$ cat src/rtl/seg7_pkg.sv
// Shared types and constants for the 7-segment scan controller:
// active-low gfedcba font, scan state encoding and the all-dark segment value.
package seg7_pkg;

    typedef enum logic {
        GAP = 1'b0,
        ON  = 1'b1
    } state_t;

    localparam logic [7:0] SEG_OFF = 8'hFF;

    // Index is the hex nibble; bit 6 is g, bit 0 is a, 0 = segment lit.
    localparam logic [6:0] FONT [16] = '{
        7'b1000000, 7'b1111001, 7'b0100100, 7'b0110000,
        7'b0011001, 7'b0010010, 7'b0000010, 7'b1111000,
        7'b0000000, 7'b0010000, 7'b0001000, 7'b0000011,
        7'b1000110, 7'b0100001, 7'b0000110, 7'b0001110
    };

endpackage

$ cat src/rtl/seg7_scan_ctrl_if.sv
// Display-frame write channel: the game logic offers a frame, the scan
// controller accepts it when it has no frame waiting for commit.
interface seg7_scan_ctrl_if #(
    parameter int NUM_DIGITS = 4
);
    logic                    wr_valid;
    logic                    wr_ready;
    logic [4*NUM_DIGITS-1:0] wr_data;
    logic [NUM_DIGITS-1:0]   wr_blank;
    logic [NUM_DIGITS-1:0]   wr_dp;

    modport master (
        output wr_valid, wr_data, wr_blank, wr_dp,
        input  wr_ready
    );

    modport slave (
        input  wr_valid, wr_data, wr_blank, wr_dp,
        output wr_ready
    );
endinterface

$ cat src/rtl/seg7_scan_timer.sv
// Slot counter and digit index for the scan; emits single-cycle pulses on
// the last gap cycle, the last cycle of a slot and the last cycle of a frame.
module seg7_scan_timer #(
    parameter int NUM_DIGITS = 4,
    parameter int SCAN_DIV   = 50000,
    parameter int GAP_CYC    = 500,
    parameter int IDX_W      = 2
) (
    input  logic             clk,
    input  logic             srst,
    output logic             gap_end,
    output logic             slot_end,
    output logic             frame_end,
    output logic [IDX_W-1:0] idx,
    output logic [IDX_W-1:0] idx_nxt
);
    localparam int               CNT_W    = $clog2(SCAN_DIV);
    localparam logic [CNT_W-1:0] CNT_LAST = CNT_W'(SCAN_DIV - 1);
    // With no gap the pulse lands on cycle 0 so the very first slot after
    // reset still leaves the dark state.
    localparam logic [CNT_W-1:0] GAP_LAST = (GAP_CYC > 0) ? CNT_W'(GAP_CYC - 1) : '0;
    localparam logic [IDX_W-1:0] IDX_LAST = IDX_W'(NUM_DIGITS - 1);

    logic [CNT_W-1:0] cnt_reg;
    logic [IDX_W-1:0] idx_reg;

    assign slot_end  = (cnt_reg == CNT_LAST);
    assign gap_end   = (cnt_reg == GAP_LAST);
    assign frame_end = slot_end && (idx_reg == IDX_LAST);
    assign idx       = idx_reg;
    assign idx_nxt   = (idx_reg == IDX_LAST) ? '0 : idx_reg + 1'b1;

    always_ff @(posedge clk) begin
        if (srst) begin
            cnt_reg <= '0;
            idx_reg <= '0;
        end else if (slot_end) begin
            cnt_reg <= '0;
            idx_reg <= idx_nxt;
        end else begin
            cnt_reg <= cnt_reg + 1'b1;
        end
    end

endmodule

$ cat src/rtl/seg7_scan_ctrl.sv
// Time-multiplexed common-anode 7-segment scan controller with double-buffered
// frame updates. Define SEG7_SCAN_LZB_EN to enable leading-zero blanking.
module seg7_scan_ctrl
    import seg7_pkg::*;
#(
    parameter int NUM_DIGITS = 4,
    parameter int SCAN_DIV   = 50000,
    parameter int GAP_CYC    = 500
) (
    input  logic                  clk,
    input  logic                  rst,
    seg7_scan_ctrl_if.slave       wr,
    output logic [7:0]            seg,
    output logic [NUM_DIGITS-1:0] an
);
    localparam int IDX_W = (NUM_DIGITS > 1) ? $clog2(NUM_DIGITS) : 1;

    logic [4*NUM_DIGITS-1:0] shadow_data_reg, active_data_reg;
    logic [NUM_DIGITS-1:0]   shadow_blank_reg, active_blank_reg;
    logic [NUM_DIGITS-1:0]   shadow_dp_reg, active_dp_reg;
    logic                    pending_reg;
    logic                    ready_reg;
    state_t                  state_reg;
    logic [7:0]              seg_reg;
    logic [NUM_DIGITS-1:0]   an_reg;

    logic             gap_end, slot_end, frame_end;
    logic [IDX_W-1:0] idx, idx_nxt;

    seg7_scan_timer #(
        .NUM_DIGITS (NUM_DIGITS),
        .SCAN_DIV   (SCAN_DIV),
        .GAP_CYC    (GAP_CYC),
        .IDX_W      (IDX_W)
    ) u_timer (
        .clk       (clk),
        .srst      (rst),
        .gap_end   (gap_end),
        .slot_end  (slot_end),
        .frame_end (frame_end),
        .idx       (idx),
        .idx_nxt   (idx_nxt)
    );

    logic xfer, commit;
    assign xfer   = wr.wr_valid && ready_reg;
    assign commit = frame_end && pending_reg;

    logic [NUM_DIGITS-1:0] lzb_mask;
`ifdef SEG7_SCAN_LZB_EN
    logic seen_nz;
    // Scan from the top digit down; everything above the first non-zero
    // nibble goes dark, digit 0 always stays visible.
    always_comb begin
        lzb_mask = '0;
        seen_nz  = 1'b0;
        for (int i = NUM_DIGITS - 1; i > 0; i--) begin
            if (shadow_data_reg[4*i +: 4] != 4'h0) begin
                seen_nz = 1'b1;
            end
            lzb_mask[i] = !seen_nz;
        end
    end
`else
    assign lzb_mask = '0;
`endif

    // Values the next lit digit must show: the frame being committed on
    // this edge takes effect immediately.
    logic [4*NUM_DIGITS-1:0] disp_data_next;
    logic [NUM_DIGITS-1:0]   disp_blank_next, disp_dp_next;
    assign disp_data_next  = commit ? shadow_data_reg : active_data_reg;
    assign disp_blank_next = commit ? (shadow_blank_reg | lzb_mask) : active_blank_reg;
    assign disp_dp_next    = commit ? shadow_dp_reg : active_dp_reg;

    logic [IDX_W-1:0]      on_idx;
    logic [3:0]            on_nib;
    logic [7:0]            on_seg;
    logic [NUM_DIGITS-1:0] on_an;

    assign on_idx = slot_end ? idx_nxt : idx;
    assign on_nib = disp_data_next[{on_idx, 2'b00} +: 4];
    assign on_seg = {~disp_dp_next[on_idx], disp_blank_next[on_idx] ? 7'h7F : FONT[on_nib]};

    generate
        for (genvar gi = 0; gi < NUM_DIGITS; gi++) begin : g_an
            assign on_an[gi] = (on_idx != IDX_W'(gi));
        end
    endgenerate

    always_ff @(posedge clk) begin
        if (rst) begin
            shadow_data_reg  <= '0;
            shadow_blank_reg <= '1;
            shadow_dp_reg    <= '0;
            active_data_reg  <= '0;
            active_blank_reg <= '1;
            active_dp_reg    <= '0;
            pending_reg      <= 1'b0;
            ready_reg        <= 1'b1;
            state_reg        <= GAP;
            seg_reg          <= SEG_OFF;
            an_reg           <= '1;
        end else begin
            if (xfer) begin
                shadow_data_reg  <= wr.wr_data;
                shadow_blank_reg <= wr.wr_blank;
                shadow_dp_reg    <= wr.wr_dp;
                pending_reg      <= 1'b1;
                ready_reg        <= 1'b0;
            end else if (commit) begin
                pending_reg      <= 1'b0;
                ready_reg        <= 1'b1;
            end

            if (commit) begin
                active_data_reg  <= disp_data_next;
                active_blank_reg <= disp_blank_next;
                active_dp_reg    <= disp_dp_next;
            end

            case (state_reg)
                GAP: begin
                    if (gap_end) begin
                        state_reg <= ON;
                        seg_reg   <= on_seg;
                        an_reg    <= on_an;
                    end
                end
                ON: begin
                    if (slot_end) begin
                        if (GAP_CYC == 0) begin
                            seg_reg <= on_seg;
                            an_reg  <= on_an;
                        end else begin
                            state_reg <= GAP;
                            seg_reg   <= SEG_OFF;
                            an_reg    <= '1;
                        end
                    end
                end
            endcase
        end
    end

    assign wr.wr_ready = ready_reg;
    assign seg         = seg_reg;
    assign an          = an_reg;

endmodule

$ cat src/flat_wrapper.sv
// flat-port wrapper written by rule: the top's interface ports become plain ports
module seg7_scan_ctrl_flat import seg7_pkg::*;
#(
    parameter int NUM_DIGITS = 4,
    parameter int SCAN_DIV   = 50000,
    parameter int GAP_CYC    = 500
)
  (clk, rst, seg, an, wr_wr_valid, wr_wr_data, wr_wr_blank, wr_wr_dp, wr_wr_ready);
  seg7_scan_ctrl_if #(.NUM_DIGITS(NUM_DIGITS)) wr_i ();
  input  logic clk;
  input  logic rst;
  output logic [7:0] seg;
  output logic [NUM_DIGITS-1:0] an;
  input wire logic [$bits(wr_i.wr_valid)-1:0] wr_wr_valid;
  input wire logic [$bits(wr_i.wr_data)-1:0] wr_wr_data;
  input wire logic [$bits(wr_i.wr_blank)-1:0] wr_wr_blank;
  input wire logic [$bits(wr_i.wr_dp)-1:0] wr_wr_dp;
  output wire logic [$bits(wr_i.wr_ready)-1:0] wr_wr_ready;
  assign wr_i.wr_valid = wr_wr_valid;
  assign wr_i.wr_data = wr_wr_data;
  assign wr_i.wr_blank = wr_wr_blank;
  assign wr_i.wr_dp = wr_wr_dp;
  assign wr_wr_ready = wr_i.wr_ready;
  seg7_scan_ctrl #(.NUM_DIGITS(NUM_DIGITS), .SCAN_DIV(SCAN_DIV), .GAP_CYC(GAP_CYC)) u_core (.clk(clk), .rst(rst), .wr(wr_i), .seg(seg), .an(an));
endmodule
$ cat config.mk
export PLATFORM = sky130hd
export DESIGN_NAME = seg7_scan_ctrl_flat
export DESIGN_NICKNAME = d
export VERILOG_FILES = /design/src/rtl/seg7_pkg.sv /design/src/rtl/seg7_scan_ctrl_if.sv /design/src/rtl/seg7_scan_timer.sv /design/src/rtl/seg7_scan_ctrl.sv /design/src/flat_wrapper.sv
export SDC_FILE = /design/constraint.sdc
export NUM_CORES = 1
export LEC_CHECK = 0
export CORE_ASPECT_RATIO = 0.9
export CORE_MARGIN = 3
export CORE_UTILIZATION = 61
export CTS_CLUSTER_DIAMETER = 200
export DETAILED_ROUTE_END_ITERATION = 12
export PLACE_DENSITY = 0.85
export SLEW_MARGIN = 20
export SYNTH_ARGS = -nofsm -noshare
export SYNTH_HDL_FRONTEND = slang
export SYNTH_HIERARCHICAL = 1
export SYNTH_SLANG_ARGS = --single-unit
$ cat constraint.sdc
create_clock -name clk -period 7.5 [get_ports clk]
set_input_delay 1.5 -clock clk [delete_from_list [all_inputs] [get_ports clk]]
set_output_delay 1.5 -clock clk [all_outputs]
set_load 0.02 [all_outputs]
# After elaboration in Yosys (flattened, before gate mapping)
# Memories as Yosys holds them, arrays and structs flattened.
# Index checks and enable logic that the tools add are counted.
word_totals:
  memories: 1
  mem_bits_ro: 112
  output_inout_bits: 13
  reg_bits: 81
  word_cells: 62
  inputBits: 27
op_classes:
  n_mux: 25
  eq_ne: 8
  addsub: 2
  n_shift: 1
  bitwise: 3
  n_reduce_logical: 7
  order_cmp: 2
mem_list:
  columns: ["name", "words", "word_bits", "rd", "rd_ports_with_merged_regs", "write_ports", "line", "source"]
  rows:
  - ["(name not given)", 16, 7, 1, 0, 0, "seg7_scan_ctrl.sv:83", "assign on_seg = {~disp_dp_next[on_idx], disp_blank_next[on_idx] ? 7'h7F : FONT[on_nib]};"]
ops:
  columns: ["operator", "count"]
  rows:
  - ["7-bit two-way mux", 3]
  - ["16-bit by 1-bit adder with 16-bit output (second input constant)", 1]
  - ["16-bit == test (second input constant)", 1]
  - ["16-bit by 9-bit == test with 1-bit output (second input constant)", 1]
  - ["16-bit two-way mux", 1]
  - ["4-bit two-way mux", 4]
  - ["8-bit two-way mux", 2]
  - ["8-bit case mux with 2 select lines", 1]
  - ["16-bit by 5-bit indexed part select with 4-bit output", 1]
  - ["1-bit two-way mux", 8]
  - ["4-bit case mux with 2 select lines", 1]
  - ["2-bit != test (second input constant)", 3]
  - ["5-bit >= comparator (second input constant)", 1]
  - ["4-bit inverter with 5-bit output", 1]
  - ["1-bit binary-select mux with 2-bit select", 2]
  - ["2-bit two-way mux", 2]
  - ["2-bit by 1-bit != test with 1-bit output (second input constant)", 2]
  - ["2-bit nonzero test", 2]
  - ["1-bit logical AND", 3]
  - ["2-bit by 3-bit < comparator with 1-bit output (second input constant)", 1]
  - ["2-bit by 1-bit adder with 2-bit output (second input constant)", 1]
  - ["2-bit == test (second input constant)", 1]
  - ["1-bit inverter", 2]
  - ["1-bit case mux with 2 select lines", 1]
  - ["other kinds (2)", 2]

# Longest topological paths before layout
depth:
  depth_word: 12
  depth_mapped: 15
  ltp_nobuf: 13

# Hierarchy
# Netlist, hierarchy kept.
modules_own_cells:
  columns: ["module", "seq_area_each_um2", "cells_per_inst", "n_inst", "area_per_inst_um2"]
  rows:
  - ["seg7_scan_ctrl", 1261.2, 336, 1, 2934.1]
  - ["seg7_scan_timer", 360.3, 92, 1, 850.8]

# Worst setup path after synthesis
# OpenSTA, ideal clock, no wires.
synth_timing:
  path_kind: "reg-to-reg"
  from: "reg u_core.u_timer.cnt_reg[0]"
  to: "reg u_core.seg_reg[0] (netlist: u_core/seg[0])"
  stages_incl_launch_ff: 16
  arrival_ns: 3.466
  setup_ns: 0.122
  path_slack_ns: 3.912
  required_ns: 7.378
  synth_period_minus_slack_ns: 3.588
  path_buffers: 2
  path_cell_list: "dfxtp_1 -> ha_1 -> nand4_1 -> nor4_4 -> and2_2 -> buf_2 -> nand2_2 -> buf_2 -> mux2i_1 -> o22ai_1 -> nor2_1 -> inv_1 -> ha_1 -> nand2_1 -> or3b_1 -> o311a_1"
synth_via:
  elab_chain_len: 12
  word_cells_on_any_way: 20
  classes_between: "eq/ne: 4; shift: 1; mux: 10; bitwise: 1; reduce/logical: 3; memory: 1"
synth_lines:
  columns: ["item", "line", "source"]
  rows:
  - ["from (decl)", "seg7_scan_timer.sv:24", "logic [CNT_W-1:0] cnt_reg;"]
  - ["from (signal assigned)", "seg7_scan_timer.sv:41", "cnt_reg <= cnt_reg + 1'b1;"]
  - ["16-bit == test *", "seg7_scan_timer.sv:27", "assign slot_end = (cnt_reg == CNT_LAST);"]
  - ["net u_core.slot_end", "seg7_scan_ctrl.sv:27", "logic gap_end, slot_end, frame_end;"]
  - ["1-bit logical AND *", "seg7_scan_timer.sv:29", "assign frame_end = slot_end && (idx_reg == IDX_LAST);"]
  - ["net u_core.frame_end", "seg7_scan_ctrl.sv:27", null]
  - ["1-bit logical AND *", "seg7_scan_ctrl.sv:47", "assign commit = frame_end && pending_reg;"]
  - ["16-bit two-way mux", "seg7_scan_ctrl.sv:72", "assign disp_data_next = commit ? shadow_data_reg : active_data_reg;"]
  - ["16-bit by 5-bit indexed part select with 4-bit output", "seg7_scan_ctrl.sv:82", "assign on_nib = disp_data_next[{on_idx, 2'b00} +: 4];"]
  - ["4-bit inverter with 5-bit output (implied by the code)", "seg7_scan_ctrl.sv:83", null]
  - ["memory 16 x 7 bit", null, null]
  - ["7-bit two-way mux (implied by the code) (2 in series)", "seg7_scan_ctrl.sv:83", null]
  - ["7-bit two-way mux *", "seg7_scan_ctrl.sv:83", null]
  - ["8-bit two-way mux *", "seg7_scan_ctrl.sv:124", "if (gap_end) begin"]
  - ["8-bit case mux with 2 select lines *", "seg7_scan_ctrl.sv:122", "case (state_reg)"]
  - ["to (signal assigned)", "seg7_scan_ctrl.sv:126", "seg_reg <= on_seg;"]
  - ["to (signal assigned)", "seg7_scan_ctrl.sv:133", "seg_reg <= on_seg;"]
  - ["to (decl)", "seg7_scan_ctrl.sv:24", "logic [7:0] seg_reg;"]
# Mark *: on every way through the listed nets, which the timed path passes. The rest lies on a longest branch. The select of a mux whose other input is x is not followed.
# A chain may end at the register's enable or synchronous reset.

# Final worst setup path
# Same ends and word-level chain as after synthesis.

==> summary.txt <==
Synthesized Nets: 463
CP Capture Type: flip-flop
Area leader, netlist: dfxtp_1
TNS Setup: 0 ps
Total Wirelength: 8480 um
Post-CTS setup buffers: 0
# port buffers: 39
Die Wd: 89.0 um
Synth Flop Type: dfxtp_1
Clk_lat worst skew: 350 ps
WL/cell: 16.0 um
EDFF count, synth: 0
Layout cells sized above 1: 7.41%
Core Area: 5860 um^2
Via-per-instance ratio: 6.01
Hold Path Depth: 2
Hold path start: u_core/shadow_data_reg[0]
CTS tree: done
Initial core utilization: 64.6%
Switching share of power: 22.1%
VDD IR max: 0.128 mV
Clock power share: 41.5%
Reg2Reg Setup Slack: 2970 ps
Max clock buf depth: 2
Antenna Nets Post-Route: 0
Cell area after synthesis: 3780 um^2
Syn Inst Count: 428
TritonCTS Buffers: 9
N_diodes: 0
Clock transition at the registers of the reported paths: 80 ps
R2R depth: 13
Unique masters post-synth: 66
FF-to-FF Start: u_core/u_timer/cnt_reg[0]
Fill cell count: 423
Outcome: finished, final reports clean
RSZ-0062 raised after global routing: false
Post-route minimum period: 4530 ps
Most common cell in the synthesized netlist: dfxtp_1
Combinational power share: 5.2%
Static leakage: 1.72 nW
Final net count: 490
Least-Margin Pin Slew: 922 ps
Power Total: 0.844 mW
Hold_buf cts: 0
H-tree depth: 3
Seq cells post-synth: 81
Area contributors post-synth: dfxtp_1, nand2_1, nor2_1, mux2i_1, a21oi_1
Top cell type's share of synthesized area: 42.8%
Die Span Y: 80.7 um
# clock sinks: 81
I/O pins: 40
Post-synthesis average cell area: 8.84 um^2
Via Count: 3177
Int Pwr: 0.658 mW
Placer Congestion: 0.909
First drt pass iteration count: 4
Seq/Total Area, Yosys: 42.8%
Register share of total power: 53.3%
Worst hold path type: reg2reg
Crit start category: flip-flop
Final setup fails: 0
Yosys Warn Count: 6
Number of global-route vias before repair: 2976
Max-cap violations: 0
Initial detailed-routing violation count: 115
Period utilisation layout: 60.4%
Max Freq: 221 MHz
Pwr Density: 193 nW/um^2
Hold Vio Cnt, Final: 0
Final setup skew: 10.1 ps
Clock root buffer master: clkbuf_8
P_sw: 0.187 mW
Initial antenna violation count: 0
Total gr overflow: 0
Data required, critical path: 7740 ps
Post-synth ARST share: 0%
Synth top cells by count: dfxtp_1, nand2_1, nor2_1
Row count: 26
CP Data Arrival Time: 4770 ps
CTS resizes: 0
GRT Util Overall: 25.4%
Global-route wire length before repair: 14100 um
Worst reg2reg endpoint: u_core/seg[0]
CP max FO: 27
Hold EP: u_core/shadow_data_reg[0]
DRC: 0
HPWL after DPL: 5670 um
Area growth from synthesis to layout: 15.4%
Largest net degree at the start of global routing: 44
Die area: 7190 um^2
Relative slew slack: 38.1%
Critical path class: reg2reg
Slew Viols, Final: 0
==> stage by stage <==
stage	util [%]	setup WS, ps	hold slack, ps	area [um^2]	cells
after floorplan	-	3910	432	3780	428
after global placement	70.7	3300	444	4140	514
after detailed placement	70.7	3070	450	4140	514
after CTS	74.4	3040	463	4360	529
after global routing	74.6	2520	484	4370	529
final	74.6	2970	459	4370	529
==> placed cells by master, fill, tap and decap left out, types with 8 or more instances in the layout <==
cell type and instances:
clkbuf_8 10, xnor2_1 10, nor2_1 41, nand3_1 8, ha_1 8, dfxtp_1 81, o21a_1 10, and3_1 14
o22ai_1 11, a21oi_1 27, mux2i_1 15, clkdlybuf4s50_1 39, inv_1 10, a21boi_0 11, nand2_1 70
==> layer usage <==
layer	up-vias	track usage (%)	share of wire [%]
li1	1569	-	-
met1	1506	31.7	44
met2	83	42.3	49
met3	19	7.18	4.8
met4	0	8.48	2.1
met5	-	0	0
==> power groups by stage <==
stage                     combinational (mW)  sequential (mW)  clock [mW]
final                                 0.0443            0.450       0.350
after global routing                  0.0503            0.451       0.372
after global placement                0.0429            0.459           0
after CTS                             0.0445            0.450       0.356
after detailed placement              0.0441            0.460           0
after floorplan                       0.0287            0.455           0
==> area by class of cell <==
cell class	instances	area, um^2	share of cell area [%]
inverters	10	37.5	0.859
flip-flops and latches	81	1620	37.1
repair buffers	40	398	9.11
clock inverters	4	76.3	1.75
multi-input cells	313	2010	45.9
clock buffers	11	141	3.24
well taps	70	87.6	2.01
==> critical path, stage by stage, from the launching register on <==
cell and delay (ps):
dfxtp_1 400, ha_1 260, nand4_1 250, nor4_4 890, and2_2 540, nand2_2 360
mux2i_1 330, o22ai_1 120, nor2_1 330, inv_1 140, ha_1 260, nand2_1 80
or3b_1 340, o311a_1 110
==> kinds of logic after synthesis <==
| logic type | share of synthesized area (%) |
|---|---|
| and+or+nand+nor | 25.6 |
| xor gates and xnor gates | 3.24 |
| AOI/OAI and AO/OA | 17.4 |
| buffers and inverters | 4.40 |
| adders and majority gates | 2.64 |
| DFF | 42.8 |
| muxes | 3.97 |
==> how the worst max path moves through the flow <==
stage	from	endpoint	slack [ps]	cells past startpoint
floorplan	u_core/u_timer/cnt_reg[0]	u_core/seg[0]	3910	15
global placement	u_core/u_timer/cnt_reg[0]	u_core/seg[0]	3300	13
detailed placement	u_core/u_timer/cnt_reg[0]	u_core/seg[0]	3070	13
CTS	u_core/u_timer/cnt_reg[0]	u_core/seg[5]	3040	13
global route	u_core/u_timer/cnt_reg[0]	u_core/seg[5]	2520	13
finish	u_core/u_timer/cnt_reg[0]	u_core/seg[0]	2970	13
No activity file was read; power rests on OpenSTA's default activity.
